==> config.mk <==
export PLATFORM = sky130hd
export DESIGN_NAME = rs232_frame_rx_flat
export DESIGN_NICKNAME = d
export VERILOG_FILES = /design/src/rtl/rs232_frame_rx_if.sv /design/src/rtl/rs232_frame_rx.sv /design/src/flat_wrapper.sv
export SDC_FILE = /design/constraint.sdc
export NUM_CORES = 1
export LEC_CHECK = 0
export BUFFER_PORTS_ARGS = -buffer_cell sky130_fd_sc_hd__buf_4
export CAP_MARGIN = 20
export CORE_MARGIN = 1
export CORE_UTILIZATION = 28
export CTS_CLUSTER_SIZE = 16
export DETAILED_ROUTE_END_ITERATION = 6
export PLACE_DENSITY_LB_ADDON = 0.05
export SETUP_SLACK_MARGIN = 0.4
export SLEW_MARGIN = 20
export SYNTH_ARGS = -nofsm -noshare
export SYNTH_HDL_FRONTEND = slang
export SYNTH_SLANG_ARGS = --single-unit
==> constraint.sdc <==
create_clock -name CLOCK_50 -period 5.8 [get_ports CLOCK_50]
set_input_delay 1.16 -clock CLOCK_50 [delete_from_list [all_inputs] [get_ports CLOCK_50]]
set_output_delay 1.16 -clock CLOCK_50 [all_outputs]
set_load 0.01 [all_outputs]
==> src/rtl/rs232_frame_rx_if.sv <==
// rs232_frame_rx_if: byte-in / frame-out bundle for the RS232 frame receiver
interface rs232_frame_rx_if;
  logic [7:0] RX_DATA;
  logic RX_VALID;
  logic [7:0] FRM_CMD;
  logic [7:0] FRM_LEN;
  logic [31:0] FRM_DATA;
  logic FRM_VALID;
  logic FRM_ERR;
  logic [1:0] ERR_CODE;
  logic BUSY;
  modport master (
    output RX_DATA, RX_VALID,
    input FRM_CMD, FRM_LEN, FRM_DATA, FRM_VALID, FRM_ERR, ERR_CODE, BUSY
  );
  modport slave (
    input RX_DATA, RX_VALID,
    output FRM_CMD, FRM_LEN, FRM_DATA, FRM_VALID, FRM_ERR, ERR_CODE, BUSY
  );
endinterface

==> src/rtl/rs232_frame_rx.sv <==
// rs232_frame_rx: parses FF/CMD/LEN/payload frames from a UART byte stream
module rs232_frame_rx #(
  parameter int MAX_LEN = 4,
  parameter int TIMEOUT_CYC = 500000
) (
  input logic CLOCK_50,
  input logic RESET_N,
  rs232_frame_rx_if.slave bus
);
  typedef enum logic [1:0] {IDLE, CMD, LEN, DATA} state_t;
  state_t state, nxt;
  logic [1:0] cnt;
  logic [2:0] len_q;
  logic [7:0] cmd_q;
  logic [31:0] data_q, data_nxt;
  logic [31:0] tmo;
  logic tmo_hit, done, len_err, last;
  assign bus.BUSY = state != IDLE;
  assign tmo_hit = state != IDLE && !bus.RX_VALID && tmo == 32'(TIMEOUT_CYC - 1);
  assign last = {1'b0, cnt} + 3'd1 == len_q;
  always_comb begin
    nxt = state;
    done = 1'b0;
    len_err = 1'b0;
    data_nxt = data_q;
    data_nxt[{cnt, 3'b000} +: 8] = bus.RX_DATA;
    if (tmo_hit)
      nxt = IDLE;
    else if (bus.RX_VALID)
      unique case (state)
        IDLE: nxt = bus.RX_DATA == 8'hFF ? CMD : IDLE;
        CMD: nxt = LEN;
        LEN: begin
          done = bus.RX_DATA == 8'd0;
          len_err = bus.RX_DATA > 8'(MAX_LEN);
          nxt = done || len_err ? IDLE : DATA;
        end
        DATA: begin
          done = last;
          nxt = last ? IDLE : DATA;
        end
      endcase
  end
  always_ff @(posedge CLOCK_50) begin
    if (!RESET_N) begin
      state <= IDLE;
      cnt <= '0;
      len_q <= '0;
      cmd_q <= '0;
      data_q <= '0;
      tmo <= '0;
      bus.FRM_CMD <= '0;
      bus.FRM_LEN <= '0;
      bus.FRM_DATA <= '0;
      bus.FRM_VALID <= 1'b0;
      bus.FRM_ERR <= 1'b0;
      bus.ERR_CODE <= '0;
    end else begin
      state <= nxt;
      tmo <= bus.RX_VALID || state == IDLE ? '0 : tmo + 32'd1;
      bus.FRM_VALID <= done;
      bus.FRM_ERR <= len_err || tmo_hit;
      if (len_err || tmo_hit)
        bus.ERR_CODE <= tmo_hit ? 2'd2 : 2'd1;
      if (bus.RX_VALID)
        unique case (state)
          IDLE: begin
            cnt <= '0;
            data_q <= '0;
          end
          CMD: cmd_q <= bus.RX_DATA;
          LEN: len_q <= bus.RX_DATA[2:0];
          DATA: begin
            data_q <= data_nxt;
            cnt <= cnt + 2'd1;
          end
        endcase
      // a zero-length frame completes on the LEN byte itself, before len_q is loaded
      if (done) begin
        bus.FRM_CMD <= cmd_q;
        bus.FRM_LEN <= state == LEN ? bus.RX_DATA : {5'd0, len_q};
        bus.FRM_DATA <= state == LEN ? '0 : data_nxt;
      end
    end
  end
endmodule

==> src/flat_wrapper.sv <==
// flat-port wrapper written by rule: the top's interface ports become plain ports
module rs232_frame_rx_flat 
#(
  parameter int MAX_LEN = 4,
  parameter int TIMEOUT_CYC = 500000
)
  (CLOCK_50, RESET_N, bus_RX_DATA, bus_RX_VALID, bus_FRM_CMD, bus_FRM_LEN, bus_FRM_DATA, bus_FRM_VALID, bus_FRM_ERR, bus_ERR_CODE, bus_BUSY);
  rs232_frame_rx_if bus_i ();
  input logic CLOCK_50;
  input logic RESET_N;
  input wire logic [$bits(bus_i.RX_DATA)-1:0] bus_RX_DATA;
  input wire logic [$bits(bus_i.RX_VALID)-1:0] bus_RX_VALID;
  output wire logic [$bits(bus_i.FRM_CMD)-1:0] bus_FRM_CMD;
  output wire logic [$bits(bus_i.FRM_LEN)-1:0] bus_FRM_LEN;
  output wire logic [$bits(bus_i.FRM_DATA)-1:0] bus_FRM_DATA;
  output wire logic [$bits(bus_i.FRM_VALID)-1:0] bus_FRM_VALID;
  output wire logic [$bits(bus_i.FRM_ERR)-1:0] bus_FRM_ERR;
  output wire logic [$bits(bus_i.ERR_CODE)-1:0] bus_ERR_CODE;
  output wire logic [$bits(bus_i.BUSY)-1:0] bus_BUSY;
  assign bus_i.RX_DATA = bus_RX_DATA;
  assign bus_i.RX_VALID = bus_RX_VALID;
  assign bus_FRM_CMD = bus_i.FRM_CMD;
  assign bus_FRM_LEN = bus_i.FRM_LEN;
  assign bus_FRM_DATA = bus_i.FRM_DATA;
  assign bus_FRM_VALID = bus_i.FRM_VALID;
  assign bus_FRM_ERR = bus_i.FRM_ERR;
  assign bus_ERR_CODE = bus_i.ERR_CODE;
  assign bus_BUSY = bus_i.BUSY;
  rs232_frame_rx #(.MAX_LEN(MAX_LEN), .TIMEOUT_CYC(TIMEOUT_CYC)) u_core (.CLOCK_50(CLOCK_50), .RESET_N(RESET_N), .bus(bus_i));
endmodule
# Word-level counts from Yosys, hierarchy flattened
# Cells that the tools add are included.
# Widths: inputs -> output; s select.
[classes] add_sub_neg=4 magnitude_cmp=1 eq_ne=6 n_shift=2 n_mux=16 bitwise_logic=1 reduce_logical=15
[op_table] cell="$pmux 32 s2" n=1
[op_table] cell="$add 32x1->32 const B" n=1
[op_table] cell="$bwmux 32" n=1
[op_table] cell="$eq 32x19->1 const B" n=1
[op_table] cell="$mux 32" n=1
[op_table] cell="$shift 8x7->32 const A" n=1
[op_table] cell="$shiftx 8x7->32" n=1
[op_table] cell="$eq 8x8->1 const B" n=1
[op_table] cell="$gt 8x3->1 const B" n=1
[op_table] cell="$logic_not 8->1" n=1
[op_table] cell="$mux 8" n=1
[op_table] cell="$pmux 2 s4" n=1
[op_table] cell="$neg 5->7" n=1
[op_table] cell="$mux 1" n=6
[op_table] cell="$mux 2" n=3
[op_table] cell="$reduce_and 2->1" n=3
[op_table] cell="$eq 2x2->1 const B" n=2
[op_table] cell="$pmux 2 s2" n=1
[op_table] cell="$reduce_bool 2->1" n=2
[op_table] cell="$reduce_or 2->1" n=2
[op_table] cell="$add 2x1->3 const B" n=1
[op_table] cell="$eq 3x3->1" n=1
[op_table] cell="$logic_or 1x1->1" n=3
[op_table] cell="$add 2x1->2 const B" n=1
[op_table] cell="6 further kinds" n=7
[word_totals] regBits=131 input_bits=11 output_inout_bits=53 wordCells=57

# Depth between registers and ports, before layout
# Gate-level depths: netlist (run 1).
[depth] depth_word=5 ltp_mapped=8

# Least setup slack after synthesis (run 1)
# No wires, ideal clock.
[synth_path] path_type="input-to-reg" startpoint="input bus_RX_DATA[7]" endpoint="register u_core.bus.FRM_CMD[0]" setup_ns=0.070 arrival_time_ns=2.528 required_ns=5.730 path_slack_ns=3.201 cell_stages=6 n_path_buf=2 cell_sequence="buf_2 > nor4_1 > nand4_1 > clkbuf_1 > a21bo_2 > a21oi_1"
[synth_via] elab_chain_cells=4
[synth_lines] element="start, declared" line="flat_wrapper.sv:11" source="input wire logic [$bits(bus_i.RX_DATA)-1:0] bus_RX_DATA;"
[synth_lines] element="$logic_not 8->1" line="rs232_frame_rx.sv:34" source="done = bus.RX_DATA == 8'd0;"
[synth_lines] element="$pmux 1 s2" line="rs232_frame_rx.sv:30" source="unique case (state)"
[synth_lines] element="$mux 1" line="rs232_frame_rx.sv:29" source="else if (bus.RX_VALID)"
[synth_lines] element="$mux 1" line="rs232_frame_rx.sv:27" source="if (tmo_hit)"
[synth_lines] element="end signal, assigned" line="rs232_frame_rx.sv:80" source="bus.FRM_CMD <= cmd_q;"
[synth_lines] element="end, declared" line="rs232_frame_rx_if.sv:18" source="output FRM_CMD, FRM_LEN, FRM_DATA, FRM_VALID, FRM_ERR, ERR_CODE, BUSY"
# Every way passes these cells.
# A chain may end at the register's enable or synchronous reset.

# Worst setup path in the final report (run 1)
[layout_path] startpoint="register u_core.cnt[0]" endpoint="register u_core.bus.FRM_DATA[0]"
[layout_via] elab_chain_cells=5
[layout_lines] element="start, declared" line="rs232_frame_rx.sv:12" source="logic [1:0] cnt;"
[layout_lines] element="start signal, assigned" line="rs232_frame_rx.sv:75" source="cnt <= cnt + 2'd1;"
[layout_lines] element="branches (longest 5 deep; another with $neg 5->7)"
[layout_lines] element="end signal, assigned" line="rs232_frame_rx.sv:82" source="bus.FRM_DATA <= state == LEN ? '0 : data_nxt;"
[layout_lines] element="end, declared" line="rs232_frame_rx_if.sv:18"
# Several ways; the timed one is not identified.

==> metrics.md, run 1 <==
| Metric | Value |
|---|---|
| Root Buffer | clkbuf_16 |
| Switching share of power | 21.9% |
| Post-synthesis mux area share | 0.830% |
| Worst Setup End Kind | flop |
| Reg clk slew, reported paths | about 50 ps |
| Crit-path leading delay family | simple AND/OR/NAND/NOR gates |
| Share of cells above drive strength 1 | 18.2% |
| Final critical-path required period | ~3400 ps |
| 1st-iter DRT viols | 326 |
| Initial core utilization | 28.6% |
| Number of max-cap violations | 0 |
| Crit-path cells | inv_1 > ha_1 > xnor2_1 > nand4b_1 > buf_12 > or3b_2 > a21oi_1 |
| Worst hold stages | 2 |
| VDD IR max | 0.000182 V |
| Setup Crit Path Kind | reg -> reg |
| Hold_buf cts | 0 |
| Flop pwr share | a little under half |
| Num Clock Sinks | roughly 130 |
| DIE AREA | ~22,000 um2 |
| Setup TNS Final | 0 ps |
| Xor and xnor area share after synthesis | between 1.5 and 2% |
| Post-DR vias/cell | 5.19 |
| Die Height | about 150 um |
| Post-Syn Nets | between 700 and 800 |
| Area contributors post-synth | dfxtp_1, a21oi_1, nand3_1 |
| Max Slew Vio Count | 0 |
| Synth warn | 0 |
| Synth Area in Simple Gates | 27.0% |
| Slew HR | 30.3% |
| CP startpoint kind | flop |
| Placeable Area | ~21,000 um2 |
| Area Growth Syn to Fin | 20.6% |
| Fmax | 298 MHz |
| Io pins | 64 |
| Initial antenna violation count | 0 |
| Power share of the combinational group | under 10% |
| Num CTS Buffers | 17 |
| HPWL Detailed | 11,400 um |
| Adder-cell share of the synthesized area | about 2.3% |
| Post-synth ARST share | 0% |
| Total Routed Length | 17,600 um |
| WL per Instance | 17.1 um |
| Largest family of logic cells by synthesized area | simple AND/OR/NAND/NOR gates |
| Clk pwr share | 51.2% |
| Postcts setup bufs | 0 |
| Gate Count Post-Synth | ~710 |
| Synth Register Bits | 131 |
| Design Power | 2.00 mW |
| Fin. Hold Viols | 0 |
| Later-pin clock latency in the skew report | 420 ps |
| Yosys top cell area share | around 43% |
| Global-route wire length before repair | 28,100 um |
| Pint | about 1.6 mW |
| GRT Total Usage | 16.6% |
| Leading area contributor after synthesis | dfxtp_1 |
| Post-synthesis compound-gate area fraction | 19.9% |
| CP max stage delay | 760 ps |
| Required @ worst endpoint | 6130 ps |
| CTS tree | built |
| Number of port buffers | 63 |
| H-tree level count | 4 |
| Detailed-route via count | 5,338 |
| FF-to-FF path depth | 7 |
| Power density over the cells | 275 nW/um2 |
| P_sw | approximately 440 uW |
| ANT cells | 0 |
| Final setup vio count | 0 |
| FP Rows | 53 |
| First-pass detailed-route iteration total | 5 |
| Worst slack at placement | 1930 ps |
| Worst-Margin Slew | between 1000 and 1500 ps |
| Crit-path slowest cell | nand4b_1 |
| Commonest non-fill, non-tap cell in the layout | dfxtp_1 |
| Hold Crit Class | reg -> reg |
| Worst path bufs/invs | 2 |
| Net count, final | 765 |
| Levels on crit path | 7 |
| Max clock buf depth | 2 |
| Unique masters post-synth | 49 |
| Gpl congestion | a little under 0.8 |
| Register area share after synthesis | 43.5% |
| Outcome | complete, no violations |
| Die width | ~150 um |
| Prevailing post-synth register cell | dfxtp_1 |
| RSZ-0062 raised after global routing | no |
| Most frequent cells in the layout | dfxtp_1, a21oi_1, nand3_1, buf_4, nand2_1 |
| Post-route antenna net violation count | 0 |
| Largest net degree at the start of global routing | 91 |
| PostCTS Resize Cnt | 0 |
| Worst Skew | 9.55 ps |
| Syn avg cell area | approximately 8.5 um2 |
| Final Cycle Share | 57.9% |
| Post-synth EDFFs | 0 |
| Fin worst setup slack | 2440 ps |
| Max FO, Critical Path | 75 |
| Vias in the first global route | approximately 5.0k |
| CP arrival | 3690 ps |
| Remaining Overflow, GRT | 0 |
| DRC violations left | 0 |
| Post-synthesis cell area | just over 6000 um2 |
| Static Leak | 2.52 nW |
[final cells by class]
| class | instances | area, um2 |
|---|---|---|
| tap | 275 | 344 |
| multi-input combinational | 508 | 3150 |
| timing repair buffer | 71 | 549 |
| sequential | 131 | 2620 |
| clock inverter | 4 | 47.5 |
| inverter | 14 | 52.6 |
| clock buffer | 26 | 509 |
| fill | 2183 | 13800 |
[tightest hold or removal path, stage by stage, from the launching register on]
cell,delay (ps)
dfxtp_1,310
nand2_1,50
a21oi_1,50
[synthesized netlist by cell type (2+ instances only)]
cell	count
nand3_1	70
and3_1	5
dfxtp_1	131
nand2_1	54
o21a_1	2
buf_1	5
or4_1	9
and4b_1	2
and2_1	3
buf_2	2
xnor2_1	10
inv_1	13
a21bo_2	8
nor2b_1	13
nor4bb_1	4
ha_1	11
nand2b_1	6
xor2_1	3
a221o_1	3
o31ai_1	7
o31a_1	8
a21oi_1	83
nand4_1	10
a22oi_1	24
o21ai_0	11
o211a_1	3
or3_1	18
and4_1	3
nor2_1	50
nor4_1	10
clkbuf_1	49
or3b_2	23
nor3_1	11
a22o_1	23
mux2i_1	5
or2_2	2
a21o_1	5
[power by group through the flow]
| stage | Clock (mW) | Combinational [mW] | Sequential [mW] |
|---|---|---|---|
| global route | 1.10 | 0.0771 | 0.905 |
| CTS | 1.06 | 0.0707 | 0.905 |
| global placement | 0 | 0.0705 | 0.925 |
| finish | 1.02 | 0.0706 | 0.905 |
| detailed placement | 0 | 0.0702 | 0.925 |
| floorplan | 0 | 0.0443 | 0.924 |
[final timing paths]
path,end,slack [ps],start
hold / removal,u_core.cmd_q[6],460,u_core.cmd_q[6]
setup / recovery,u_core.bus.FRM_DATA[0],2440,u_core.cnt[0]
hold reg to reg,u_core.cmd_q[6],460,u_core.cmd_q[6]
setup reg to reg,u_core.bus.FRM_DATA[0],2440,u_core.cnt[0]
[routing by layer]
| layer | share of wire (%) | vias to the layer above | track usage (%) |
|---|---|---|---|
| met5 | 0 | - | 0 |
| met2 | 42 | 136 | 23.4 |
| met3 | 4.3 | 16 | 3.67 |
| met4 | 1.2 | 0 | 5.87 |
| li1 | - | 2637 | - |
| met1 | 52 | 2549 | 24.4 |
[through the flow]
| step | instance area (um2) | utilization, % | hold slack [ps] | std cells |
|---|---|---|---|---|
| CTS | 7250 | 34.4 | 456 | 1028 |
| finish | 7270 | 34.5 | 458 | 1029 |
| detailed placement | 6690 | 31.7 | 449 | 998 |
| global route | 7270 | 34.5 | 477 | 1029 |
| floorplan | 6030 | - | 426 | 711 |
| global placement | 6690 | 31.7 | 446 | 998 |
[state kept, by name (all words and copies together), names as in the netlist]
| register | count |
|---|---|
| u_core.tmo | 32 |
| u_core.state | 2 |
| u_core.bus.FRM_ERR | 1 |
| u_core.bus.FRM_CMD | 8 |
| u_core.bus.FRM_DATA | 32 |
| u_core.cmd_q | 8 |
| u_core.bus.FRM_LEN | 8 |
| u_core.bus.FRM_VALID | 1 |
| u_core.data_q | 32 |
| u_core.cnt | 2 |
| u_core.len_q | 3 |
| u_core.bus.ERR_CODE | 2 |
[logic make-up (layout without fill, tap and decap cells)]
logic type	after synthesis	in the layout
compound gates	181	181
buf+inv	72	115
fa+ha+maj	11	11
mux	5	5
xor+xnor	13	13
simple gates	298	298
flops	131	131
Note: power is estimated with default switching activity, not from simulation.
==> inputs of run 2 (changes only) <==
clock period = 3.1 ns   (was 5.8 ns; I/O delays follow)
==> metrics.md, run 2 (same netlist as run 1, synthesis figures left out) <==
| Metric | Value |
|---|---|
| Outcome | complete, no violations |
| DRC violations left | 0 |
| Met2 Use GR | between 20% and 30% |
| Worst R2R End | u_core.bus.FRM_DATA[0] |
| CP arrival | 2780 ps |
| Worst-Margin Slew | 953 ps |
| Hold Crit Class | reg -> reg |
| Reg clk slew, reported paths | 50 ps |
| CP startpoint kind | flop |
| DIE AREA | 22,100 um2 |
| Vias in the first global route | 5,160 |
| Worst slack at placement | 486 ps |
| CP max stage delay | 510 ps |
| Remaining Overflow, GRT | 0 |
| Static Leak | roughly 2.6 nW |
| Number of max-cap violations | 0 |
| Number of port buffers | 63 |
| First-pass detailed-route iteration total | 5 |
| VDD IR max | 0.000333 V |
| Setup TNS Final | 0 ps |
| Crit-path leading delay family | simple AND/OR/NAND/NOR gates |
| Total Routed Length | 17,900 um |
| Fmax | 409 MHz |
| Hold Worst Slack | between 400 and 500 ps |
| Setup Crit Path Kind | reg -> reg |
| Slew HR | 36.3% |
| HPWL Detailed | 11,400 um |
| Global-route wire length before repair | 28,300 um |
| Commonest non-fill, non-tap cell in the layout | dfxtp_1 |
| M1 GR Usage | between 20% and 30% |
| Final critical-path required period | 2450 ps |
| Final Cycle Share | about four fifths |
| RSZ-0062 raised after global routing | no |
| Gpl congestion | roughly 0.78 |
| Worst Setup End Kind | flop |
| Power density over the cells | 522 nW/um2 |
| Initial antenna violation count | 0 |
| Hold_buf cts | 0 |
| Reg2reg setup slack | 650 ps |
| Worst Skew | 4.68 ps |
| Fillers | between 2k and 2.5k |
| WL per Instance | 17.2 um |
| Top flop regs | u_core.bus.FRM_DATA (32), u_core.data_q (32), u_core.tmo (32) |
| Die Height | 149 um |
| Crit-path cells | inv_1 > ha_1 > xnor2_1 > nand4b_1 > buf_4 > or3b_2 > a21oi_1 |
| FP Rows | 53 |
| Initial core utilization | between 20 and 30% |
| Area Growth Syn to Fin | 21.5% |
| Most frequent cells in the layout | dfxtp_1, a21oi_1, buf_4, nand3_1, nand2_1 |
| Postcts setup bufs | 0 |
| Max FO, Critical Path | 55 |
| Reg2reg start | u_core.cnt[0] |
| ANT cells | 0 |
| Share of cells above drive strength 1 | 19.1% |
| Hold EP | u_core.cmd_q[0] |
| H-tree level count | 4 |
| Num Clock Sinks | roughly 130 |
| Die width | around 150 um |
| Post-route antenna net violation count | 0 |
| Crit-path slowest cell | or3b_2 |
| Fin. Hold Viols | 0 |
| Met3 usage | 4.28% |
| Net count, final | 773 |
| Num CTS Buffers | 17 |
| Placeable Area | between 20,000 and 25,000 um2 |
| FF-to-FF path depth | 7 |
| Final setup vio count | 0 |
| HP Start | u_core.cmd_q[0] |
| Worst path bufs/invs | 2 |
| Max clock buf depth | 2 |
| Worst hold stages | 2 |
| Post-DR vias/cell | 5.26 |
| GRT Total Usage | between 10% and 20% |
| Largest net degree at the start of global routing | between 50 and 60 |
| PostCTS Resize Cnt | 0 |
| 1st-iter DRT viols | 360 |
| Io pins | 64 |
| Required @ worst endpoint | 3430 ps |
| Max Slew Vio Count | 0 |
| Fin worst setup slack | 653 ps |
| CTS tree | built |
| Later-pin clock latency in the skew report | 410 ps |
| Busiest grt layer | met1 |
| Root Buffer | clkbuf_16 |
| Detailed-route via count | approximately 5.4k |
## run 2: changes by cell type in the layout (fill, tap and decap cells not counted), sizes merged
| cell | previous run | this run |
|---|---|---|
| buf | 71 | 79 |
| clkbuf | 26 | 24 |
| clkinv | 2 | 3 |
| bufinv | 1 | 2 |
| clkinvlp | 1 | 0 |
## run 2: area by class of cell
| type | count | area, um2 | area share, % |
|---|---|---|---|
| clock buffer | 24 | 502 | 6.85 |
| clock inverter | 5 | 75.1 | 1.02 |
| inverter | 14 | 52.6 | 0.717 |
| multi-input combinational | 508 | 3140 | 42.8 |
| sequential | 131 | 2620 | 35.8 |
| tap | 275 | 344 | 4.70 |
| timing repair buffer | 79 | 593 | 8.09 |
## run 2: where the power goes
group | internal [mW] | switching [mW] | total, mW
registers | 1.69 | 0.00421 | 1.69
logic | 0.0341 | 0.103 | 0.137
clock network | 1.27 | 0.723 | 2.00
## run 2: per-stage QoR
step / cell area (um2) / total power, mW / instances / util (%)
after floorplan: 6030 / 1.81 / 711 / -
final: 7330 / 3.83 / 1036 / 34.7
after global routing: 7330 / 3.97 / 1036 / 34.7
after detailed placement: 6740 / 1.87 / 1007 / 32.0
after global placement: 6740 / 1.87 / 1007 / 32.0
after CTS: 7320 / 3.89 / 1036 / 34.7
## run 2: worst max path at each step
stage / end / depth (start not counted) / start
global placement: u_core.bus.FRM_DATA[17] / 7 / u_core.cnt[0]
CTS: u_core.bus.FRM_DATA[18] / 7 / u_core.cnt[0]
floorplan: u_core.bus.FRM_DATA[0] / 7 / u_core.cnt[0]
detailed placement: u_core.bus.FRM_DATA[18] / 7 / u_core.cnt[0]
global route: u_core.bus.FRM_DATA[0] / 7 / u_core.cnt[0]
finish: u_core.bus.FRM_DATA[0] / 7 / u_core.cnt[0]
## run 2: metal layers
layer / part of all wire (%) / up-vias
met4: 1.1 / 0
met3: 4.2 / 15
met1: 52 / 2651
met2: 43 / 116
met5: 0 / -
li1: - / 2663
## run 2: worst reg2reg max path, stage by stage, from the launching register on
cell and delay (ps):
dfxtp_2 440, inv_1 120, ha_1 400, xnor2_1 210, nand4b_1 150, buf_4 330
or3b_2 540, a21oi_1 180
